`src/rtl/usb4_ser_pkg.sv`:
```
// Purpose: shared encodings, symbol lengths and FSM state type for the lane serializer.
// Latency: n/a (declarations only).
// Backpressure: n/a.
package usb4_ser_pkg;

   // gen_speed encodings
   localparam logic [1:0] GEN4_BYTE = 2'd0;
   localparam logic [1:0] GEN3      = 2'd1;
   localparam logic [1:0] GEN2      = 2'd2;
   localparam logic [1:0] GEN_RSVD  = 2'd3;

   // Symbol lengths in bits
   localparam int LEN_GEN4 = 8;
   localparam int LEN_GEN3 = 132;
   localparam int LEN_GEN2 = 66;

   typedef enum logic {
      IDLE  = 1'b0,
      SHIFT = 1'b1
   } ser_state_e;

   // Symbol length for a gen_speed code; 0 means "do not load".
   function automatic int sym_len(input logic [1:0] gen_speed);
      case (gen_speed)
         GEN4_BYTE: return LEN_GEN4;
         GEN3:      return LEN_GEN3;
         GEN2:      return LEN_GEN2;
         default:   return 0;
      endcase
   endfunction

endpackage

```
`src/rtl/lane_serializer_if.sv`:
```
// Purpose: encoder-to-serializer bus: control, two parallel symbols, serial lanes and status.
// Latency: n/a (wires only).
// Backpressure: sym_req from the serializer paces enable_ser from the encoder.
// Ports: master = encoder/driver side, slave = lane_serializer.
interface lane_serializer_if #(
   parameter int SYM_W = 132
);
   logic             enable;
   logic [1:0]       gen_speed;
   logic             enable_ser;
   logic [SYM_W-1:0] lane_0_tx_enc;
   logic [SYM_W-1:0] lane_1_tx_enc;
   logic             lane_0_tx_out;
   logic             lane_1_tx_out;
   logic             sym_req;
   logic             ser_busy;
   logic             underflow;

   modport master (
      output enable, gen_speed, enable_ser, lane_0_tx_enc, lane_1_tx_enc,
      input  lane_0_tx_out, lane_1_tx_out, sym_req, ser_busy, underflow
   );

   modport slave (
      input  enable, gen_speed, enable_ser, lane_0_tx_enc, lane_1_tx_enc,
      output lane_0_tx_out, lane_1_tx_out, sym_req, ser_busy, underflow
   );
endinterface

```
`src/rtl/ser_shift_lane.sv`:
```
// Purpose: one lane's load/shift register; the serial bit is the register's output end.
// Latency: bit 0 (or bit L-1 when SER_MSB_FIRST_EN) visible one edge after load.
// Backpressure: none; clr > load > shift priority, driven by the top-level FSM.
// Ports: clk/rst (async active-low), clr/load/shift controls, len = symbol length
// for the load, sym_in = parallel symbol, tx_out = serial bit.
// Macro SER_MSB_FIRST_EN: left-align and shift left (MSB first) instead of LSB first.
module ser_shift_lane #(
   parameter int SYM_W = 132,
   parameter int CNT_W = 8
) (
   input  logic             clk,
   input  logic             rst,
   input  logic             clr,
   input  logic             load,
   input  logic             shift,
   input  logic [CNT_W-1:0] len,
   input  logic [SYM_W-1:0] sym_in,
   output logic             tx_out
);

`ifdef SER_MSB_FIRST_EN
   localparam int OUT_BIT = SYM_W - 1;
`else
   localparam int OUT_BIT = 0;
`endif

   logic [SYM_W-1:0] sreg;
   logic [SYM_W-1:0] ones;
   logic [SYM_W-1:0] masked;
   logic [SYM_W-1:0] aligned;

   // Only the low len bits of the symbol are carried; the rest are zeroed so
   // nothing stale can leak onto the lane after the symbol ends.
   always_comb begin
      ones   = '1;
      masked = sym_in & (ones >> (SYM_W - int'(len)));
`ifdef SER_MSB_FIRST_EN
      aligned = masked << (SYM_W - int'(len));
`else
      aligned = masked;
`endif
   end

   always_ff @(posedge clk or negedge rst) begin
      if (!rst) begin
         sreg <= '0;
      end else if (clr) begin
         sreg <= '0;
      end else if (load) begin
         sreg <= aligned;
      end else if (shift) begin
`ifdef SER_MSB_FIRST_EN
         sreg <= {sreg[SYM_W-2:0], 1'b0};
`else
         sreg <= {1'b0, sreg[SYM_W-1:1]};
`endif
      end
   end

   // The register end bit is itself the output flop.
   assign tx_out = sreg[OUT_BIT];

endmodule

```
`src/rtl/lane_serializer.sv`:
```
// Purpose: two-lane lockstep symbol serializer (Gen4 8b / Gen3 132b / Gen2 66b), one bit per ser_clk.
// Latency: one edge from symbol load to first serial bit; back-to-back symbols with no gap.
// Backpressure: sym_req asks for the next symbol; missing enable_ser at a boundary sets sticky underflow.
// Ports: ser_clk, rst (async active-low), bus (lane_serializer_if.slave): enable, gen_speed,
// enable_ser, lane_x_tx_enc in; lane_x_tx_out, sym_req, ser_busy, underflow out.
// Macro SER_MSB_FIRST_EN: transmit each symbol MSB first (timing unchanged).
module lane_serializer
   import usb4_ser_pkg::*;
#(
   parameter int SYM_W = 132,
   parameter int CNT_W = 8
) (
   input  logic                 ser_clk,
   input  logic                 rst,
   lane_serializer_if.slave     bus
);

   ser_state_e       state;
   logic [CNT_W-1:0] bit_cnt;
   logic [CNT_W-1:0] len_reg;
   logic [CNT_W-1:0] load_len;
   logic             busy_q;
   logic             uf_q;

   logic at_end;
   logic sym_req;
   logic load;
   logic starve;
   logic clr;
   logic shift;

   always_comb begin
      load_len = CNT_W'(sym_len(bus.gen_speed));
      at_end   = (state == SHIFT) && (bit_cnt == len_reg - 1'b1);
      sym_req  = (state == IDLE) || at_end;
      load     = sym_req && bus.enable_ser && bus.enable && (bus.gen_speed != GEN_RSVD);
      // Last bit of a symbol is going out and nothing replaces it.
      starve   = at_end && bus.enable && !load;
      clr      = !bus.enable || starve;
      shift    = (state == SHIFT) && !at_end && bus.enable;
   end

   always_ff @(posedge ser_clk or negedge rst) begin
      if (!rst) begin
         state   <= IDLE;
         bit_cnt <= '0;
         len_reg <= '0;
         busy_q  <= 1'b0;
         uf_q    <= 1'b0;
      end else if (!bus.enable) begin
         state   <= IDLE;
         bit_cnt <= '0;
         busy_q  <= 1'b0;
         uf_q    <= 1'b0;
      end else begin
         case (state)
            IDLE: begin
               if (load) begin
                  state   <= SHIFT;
                  busy_q  <= 1'b1;
                  len_reg <= load_len;
                  bit_cnt <= '0;
               end
            end
            SHIFT: begin
               if (load) begin
                  // Back-to-back reload: length re-latched, no gap bit.
                  len_reg <= load_len;
                  bit_cnt <= '0;
               end else if (at_end) begin
                  state   <= IDLE;
                  busy_q  <= 1'b0;
                  uf_q    <= 1'b1;
                  bit_cnt <= '0;
               end else begin
                  bit_cnt <= bit_cnt + 1'b1;
               end
            end
            default: begin
               state  <= IDLE;
               busy_q <= 1'b0;
            end
         endcase
      end
   end

   assign bus.sym_req   = sym_req;
   assign bus.ser_busy  = busy_q;
   assign bus.underflow = uf_q;

   ser_shift_lane #(.SYM_W(SYM_W), .CNT_W(CNT_W)) u_lane_0 (
      .clk    (ser_clk),
      .rst    (rst),
      .clr    (clr),
      .load   (load),
      .shift  (shift),
      .len    (load_len),
      .sym_in (bus.lane_0_tx_enc),
      .tx_out (bus.lane_0_tx_out)
   );

   ser_shift_lane #(.SYM_W(SYM_W), .CNT_W(CNT_W)) u_lane_1 (
      .clk    (ser_clk),
      .rst    (rst),
      .clr    (clr),
      .load   (load),
      .shift  (shift),
      .len    (load_len),
      .sym_in (bus.lane_1_tx_enc),
      .tx_out (bus.lane_1_tx_out)
   );

endmodule

```
`src/flat_wrapper.sv`:
```
// flat-port wrapper written by rule: the top's interface ports become plain ports
module lane_serializer_flat import usb4_ser_pkg::*;
#(
   parameter int SYM_W = 132,
   parameter int CNT_W = 8
)
  (ser_clk, rst, bus_enable, bus_gen_speed, bus_enable_ser, bus_lane_0_tx_enc, bus_lane_1_tx_enc, bus_lane_0_tx_out, bus_lane_1_tx_out, bus_sym_req, bus_ser_busy, bus_underflow);
  lane_serializer_if #(.SYM_W(SYM_W)) bus_i ();
  input  logic ser_clk;
  input  logic rst;
  input wire logic [$bits(bus_i.enable)-1:0] bus_enable;
  input wire logic [$bits(bus_i.gen_speed)-1:0] bus_gen_speed;
  input wire logic [$bits(bus_i.enable_ser)-1:0] bus_enable_ser;
  input wire logic [$bits(bus_i.lane_0_tx_enc)-1:0] bus_lane_0_tx_enc;
  input wire logic [$bits(bus_i.lane_1_tx_enc)-1:0] bus_lane_1_tx_enc;
  output wire logic [$bits(bus_i.lane_0_tx_out)-1:0] bus_lane_0_tx_out;
  output wire logic [$bits(bus_i.lane_1_tx_out)-1:0] bus_lane_1_tx_out;
  output wire logic [$bits(bus_i.sym_req)-1:0] bus_sym_req;
  output wire logic [$bits(bus_i.ser_busy)-1:0] bus_ser_busy;
  output wire logic [$bits(bus_i.underflow)-1:0] bus_underflow;
  assign bus_i.enable = bus_enable;
  assign bus_i.gen_speed = bus_gen_speed;
  assign bus_i.enable_ser = bus_enable_ser;
  assign bus_i.lane_0_tx_enc = bus_lane_0_tx_enc;
  assign bus_i.lane_1_tx_enc = bus_lane_1_tx_enc;
  assign bus_lane_0_tx_out = bus_i.lane_0_tx_out;
  assign bus_lane_1_tx_out = bus_i.lane_1_tx_out;
  assign bus_sym_req = bus_i.sym_req;
  assign bus_ser_busy = bus_i.ser_busy;
  assign bus_underflow = bus_i.underflow;
  lane_serializer #(.SYM_W(SYM_W), .CNT_W(CNT_W)) u_core (.ser_clk(ser_clk), .rst(rst), .bus(bus_i));
endmodule
```
`config.mk`:
```
export PLATFORM = sky130hd
export DESIGN_NAME = lane_serializer_flat
export DESIGN_NICKNAME = d
export VERILOG_FILES = /design/src/rtl/usb4_ser_pkg.sv /design/src/rtl/lane_serializer_if.sv /design/src/rtl/ser_shift_lane.sv /design/src/rtl/lane_serializer.sv /design/src/flat_wrapper.sv
export SDC_FILE = /design/constraint.sdc
export NUM_CORES = 1
export LEC_CHECK = 0
export BUFFER_PORTS_ARGS = -buffer_cell sky130_fd_sc_hd__buf_2
export CAP_MARGIN = 20
export CORE_AREA = 10 10 164 166
export CTS_CLUSTER_SIZE = 30
export DETAILED_ROUTE_END_ITERATION = 12
export DIE_AREA = 0 0 174 176
export PLACE_DENSITY = 0.9
export SLEW_MARGIN = 20
export SYNTH_ARGS = -nofsm -noshare
export SYNTH_HDL_FRONTEND = slang
export SYNTH_SLANG_ARGS = --single-unit
export TNS_END_PERCENT = 50
```
`constraint.sdc`:
```
create_clock -name ser_clk -period 2.64 [get_ports ser_clk]
set_input_delay 0.264 -clock ser_clk [delete_from_list [all_inputs] [get_ports ser_clk]]
set_output_delay 0.264 -clock ser_clk [all_outputs]
set_load 0.02 [all_outputs]
```
[Word level (Yosys, flattened, before mapping)]
Cells that the tools add are included.
Operators by class
  $add $sub $neg: 3
  eq/ne operators: 10
  shift-type cells: 1
  mux-type cells: 27
  bitwise operators: 3
  reduce and logical (&&, ||, !) cells: 18
Operators with widths (number)
  $mux 132: 6
  $and 132x132->132: 2
  $shr 132x32->132 const A: 1
  $mux 8: 5
  $pmux 8 s3: 1
  $pmux 8 s2: 1
  $mux 1: 12
  $sub 8x8->9 const A: 1
  $add 8x1->8 const B: 1
  $eq 8x8->1: 1
  $logic_and 1x1->1: 8
  $sub 8x1->8 const B: 1
  $ne 3x3->1 const B: 2
  $reduce_and 3->1: 2
  $ne 2x1->1 const B: 2
  $ne 2x2->1 const B: 2
  $pmux 1 s2: 2
  $logic_not 1->1: 3
  $ne 3x2->1 const B: 1
  $reduce_bool 3->1: 1
  $eq 2x1->1 const B: 1
  $eq 2x2->1 const B: 1
  $logic_not 2->1: 1
  $logic_or 1x1->1: 2
  other kinds (2): 2
Storage, ports and cells
  flip-flop bits (word level): 283
  input bits: 270
  logic and storage cells: 69

[Depth between registers and ports, before layout]
  word-level depth: 11
  mapped depth: 12

[Hierarchy]
A second synthesis with hierarchy kept.
Unflattened totals
  cell total of the unflattened synthesis: 1914
  area total of the unflattened synthesis: 16953.8 µm²
By module, submodules not included
  ser_shift_lane: instances 2, cells an instance 902, area each 7995.2 µm²
  lane_serializer: instances 1, cells an instance 110, area each 963.4 µm²

[Least setup slack after synthesis]
Ideal clock, no wire load.
  kind: reg-to-reg
  from: register u_core.len_reg[2]
  to: register u_core.len_reg[2]
  data arrival time: 2214 ps
  data required time: 2515 ps
  setup slack: 301 ps
  cell stages (with the launch flop): 12
  buffers on the path: 2
  clock period less this slack: 2339 ps
  path through: dfrtp_1 > inv_1 > ha_1 > ha_1 > xnor2_1 > nor2_1 > nand4_1 > o21ai_1 > buf_2 > and2_1 > buf_2 > mux2_2
Between the ends
  longest elaborated chain between the ends: 8
RTL lines
  start: declaration: line lane_serializer.sv:20  | logic [CNT_W-1:0] len_reg;
  start signal: assignment: line lane_serializer.sv:61  | len_reg <= load_len;
  start signal: assignment: line lane_serializer.sv:68  | len_reg <= load_len;
  $sub 8x1->8: line lane_serializer.sv:34  | at_end = (state == SHIFT) && (bit_cnt == len_reg - 1'b1);
  $eq 8x8->1: line lane_serializer.sv:34
  $logic_and 1x1->1: line lane_serializer.sv:34
  $logic_or 1x1->1: line lane_serializer.sv:35  | sym_req = (state == IDLE) || at_end;
  $logic_and 1x1->1 (3 in series): line lane_serializer.sv:36  | load = sym_req && bus.enable_ser && bus.enable && (bus.gen_speed != GEN_RSVD);
  $reduce_and 2->1 (no source line)
No other way between the ends.
A chain may end at the register's enable or synchronous reset.

[Worst setup path after layout]
  from: register u_core.len_reg[6]
  to: register u_core.u_lane_1.sreg[51]
Between the ends
  longest elaborated chain between the ends: 11
  elaborated cells on any way between the ends: 17
  classes of those cells: add/sub: 1; eq/ne: 1; mux: 2; reduce/logical: 13
RTL lines
  $sub 8x1->8 (*): line lane_serializer.sv:34
  $eq 8x8->1 (*): line lane_serializer.sv:34
  $logic_and 1x1->1 (*): line lane_serializer.sv:34
  $logic_or 1x1->1: line lane_serializer.sv:35
  $logic_and 1x1->1 (3 in series): line lane_serializer.sv:36
  $logic_not 1->1: line lane_serializer.sv:38  | starve = at_end && bus.enable && !load;
  $logic_and 1x1->1: line lane_serializer.sv:38
  $logic_or 1x1->1: line lane_serializer.sv:39  | clr = !bus.enable || starve;
  $reduce_bool 3->1 (no source line) or $mux 132 (tied branches)
  end signal: assignment: line ser_shift_lane.sv:50  | sreg <= aligned;
  end signal: assignment: line ser_shift_lane.sv:55  | sreg <= {1'b0, sreg[SYM_W-1:1]};
  end: declaration: line ser_shift_lane.sv:27  | logic [SYM_W-1:0] sreg;
Every way passes the cells marked *; elsewhere a longest branch is shown, timed or not.

==> flow_summary.toml <==
[outcome]
status = "finished, final reports clean"

[pwr]
power_density_nw_per_um2 = 607
p_leak_nw = 8.89
peakVddDrop_mv = 0.600
p_total_mw = 11.1

[global_route]
antenna_found_initial = 11
grt_max_degree = 114
grt_usage = 0.325
first_global_vias = 14532
grt_pass1_wl_mm = 80.6
overflow = 0

[yosys]
synth_common_cells = "308 x nor2_1, 278 x dfrtp_1, 108 x o21ai_0"
synth_top_family_by_area = "compound AO/OA/AOI/OAI gates"
syn-num-nets = 1597
ys_seq_area_frac = 0.543
synthXorXnorAreaFrac = 0.00342
synth_top_area_cell = "dfrtp_1"
synthMuxAreaShare = 0.00342
yosys_warnings = 0
avgSynthCellArea_um2 = 9.71
netlist_instances = 1319
synthAdderAreaFrac = 0.00782
synth-seq-cells = 278
synthSimpleGateAreaFrac = 0.114
ys.flop_type = "dfrtp_1"
synth_cell_types = 37
syn-cell-area_um2 = 12800
yosys.area.top_type_share = 0.543
synth_edf_count = 0
synth-compound-area-share = 0.285
async_flop_share = 1.00
synth_most_common_cell = "nor2_1"
synth.area.top_cells = "dfrtp_1 54%, nor2_1 9.0%, a221oi_1 7.3%, a22oi_1 4.7%, o21ai_0 4.2%"

[critical_path]
slowest_stage = "dfrtp_1"
crit-reg2reg-capture = "u_core.u_lane_1.sreg[51]$_DFFE_PN0P_"
cp_cell_sequence = "inv_2 > ha_4 > ha_4 > xnor2_1 > nor2_1 > nand4_1 > buf_4 > o21a_4 > buf_12 > a221oi_1 > nor2_1"
cp_slowest_stage_delay_ns = 0.40
required_ns = 3.06
path_class = "register to register"
r2r_start = "u_core.len_reg[6]$_DFFE_PN0P_"
reg2reg_setup_slack_ns = 0.03
ff2ff_path_depth = 11
cp.arrival_ns = 3.03
critPathCaptureType = "register"
path_max_fanout = 69
critPathLaunchType = "register"

[worst_hold_path]
worstHoldStart = "bus_lane_1_tx_enc[36]"
hp-class = "input pin to register"
holdPathStages = 3
whs_endpoint = "u_core.u_lane_1.sreg[36]$_DFFE_PN0P_"

[timing]
finClkSkew_ns = 0.0188
max_slew_margin = 0.553
fin_tns_setup_ns = 0
fin_crit_ns = 2.61
finalSetupViolCount = 0
fmax_mhz = 383
finalMaxSlewViolations = 0
holdWs_ns = 0.00742
fin_crit_sh = 0.989
hold_violations = 0
grt_setup_unrepaired = "yes"
worstMarginPinSlew_ns = 0.670

[routing]
drt-total-wl_mm = 52.3
wire_per_inst_um = 24.4
vias_per_cell = 6.64
vias = 14230
drt_first_pass_iters = 8
ant_nets = 0
dr.first_iter.drc_count = 2371
route.detailed.drc = 0

[clock_network]
cts_tree = "done"
cts.sinks = 278
clk_latency_ns = 0.55
cts_root_buffer = "clkbuf_16"
path_clk_slew_ns = 0.06
cts_htree_levels = 1
cts_buffers = 29
clockBufferDepth = 3

[floorplan]
die_width_um = 174
die_y_um = 176
start_util = 0.537
rows = 57
fp.dieArea_um2 = 30600
core-area_um2 = 23800
ioPinCount = 275

[placement]
hpwl_mm = 25.7
place_congestion = 0.871
io_buffers = 274
dp.cells = 1837

[finish]
syn_to_final_growth_pct = 43.0
fin_util = 0.769
largestRegisters = "u_core.u_lane_0.sreg: 132 flops, u_core.u_lane_1.sreg: 132 flops, u_core.bit_cnt: 8 flops"
final_nets = 2060
drive_gt1_frac = 0.227
stdcell_count = 2142

[job]
max_cap_viol_count = 0
==> layout by cell type, fill, tap and decap left out, types with 6 or more instances in the layout <==
| cell | instances |
|---|---|
| clkbuf_8 | 10 |
| dlygate4sd3_1 | 225 |
| clkinv_2 | 7 |
| buf_12 | 21 |
| buf_2 | 272 |
| ha_1 | 6 |
| a22o_1 | 61 |
| a21o_1 | 56 |
| diode_2 | 13 |
| bufinv_16 | 6 |
| nand2_1 | 18 |
| a22oi_1 | 80 |
| buf_4 | 33 |
| dfrtp_1 | 278 |
| a221oi_1 | 102 |
| o21ai_0 | 104 |
| a32oi_1 | 9 |
| nor2_1 | 307 |
| nor3_1 | 13 |
| clkbuf_16 | 30 |
| a21oi_1 | 100 |
==> worst max path at each step <==
| stage | from | to | cells past startpoint | slack, ns |
|---|---|---|---|---|
| 2_1_floorplan | u_core.len_reg[2]$_DFFE_PN0P_ | u_core.len_reg[2]$_DFFE_PN0P_ | 11 | 0.30 |
| 3_3_place_gp | u_core.len_reg[2]$_DFFE_PN0P_ | u_core.u_lane_1.sreg[70]$_DFFE_PN0P_ | 11 | 0.21 |
| 3_5_place_dp | u_core.len_reg[2]$_DFFE_PN0P_ | u_core.u_lane_1.sreg[77]$_DFFE_PN0P_ | 11 | 0.09 |
| 4_1_cts | u_core.len_reg[6]$_DFFE_PN0P_ | bus_sym_req | 9 | 0.003 |
| 5_1_grt | u_core.len_reg[6]$_DFFE_PN0P_ | u_core.u_lane_0.sreg[57]$_DFFE_PN0P_ | 11 | -0.06 |
| 6_report | u_core.len_reg[6]$_DFFE_PN0P_ | u_core.u_lane_1.sreg[51]$_DFFE_PN0P_ | 11 | 0.03 |
==> worst max-delay path, delay by kind of cell (launching register included) <==
| kind | cells | cell delay (ns) |
|---|---|---|
| xor+xnor | 1 | 0.13 |
| simple gates | 3 | 0.40 |
| compound gates | 2 | 0.64 |
| flops | 1 | 0.40 |
| fa+ha+maj | 2 | 0.34 |
| buf+inv | 3 | 0.52 |
==> metrics by stage <==
stage	setup WS [ns]	instance area, um2
4_1_cts	0.00321	18100
3_5_place_dp	0.0868	14700
5_1_grt	-0.0550	18300
6_report	0.0279	18300
2_1_floorplan	0.301	12800
3_3_place_gp	0.215	14700
==> final cells by class <==
type	instances	area, um2
sequential	278	6960
fill	1359	5510
multi-input combinational	909	5410
timing repair buffer	557	4390
clock buffer	39	863
tap	324	405
clock inverter	15	233
antenna	13	32.5
inverter	7	26.3
==> power breakdown <==
group	total [mW]	internal, mW	switching, mW
sequential	4.69	4.50	0.184
clock	4.70	2.88	1.82
combinational	1.73	0.800	0.931
total	11.1	8.18	2.93
==> cells by family after synthesis <==
group           Yosys count
fa+ha+maj                 8
mux                       4
xor+xnor                  5
buf+inv                 132
simple gates            365
compound gates          527
flops                   278
==> layer usage <==
metal,share of wire,wire length (um),vias to the layer above,track usage
met1,0.33,17300,6725,0.362
met3,0.10,5340,416,0.0856
met4,0.082,4310,0,0.223
li1,-,-,5769,-
met5,0,0,-,0
met2,0.48,25400,1320,0.542
==> repair_timing <==
item                       in CTS  in global routing
resized for setup               0                 21
pin swaps                       1                  6
setup endpoints to repair       1                253
hold buffers                  225                  0
hold endpoints to repair      304                  0
gates cloned                    1                  1
buffers inserted                6                  5
(Power assumes the default switching activity.)
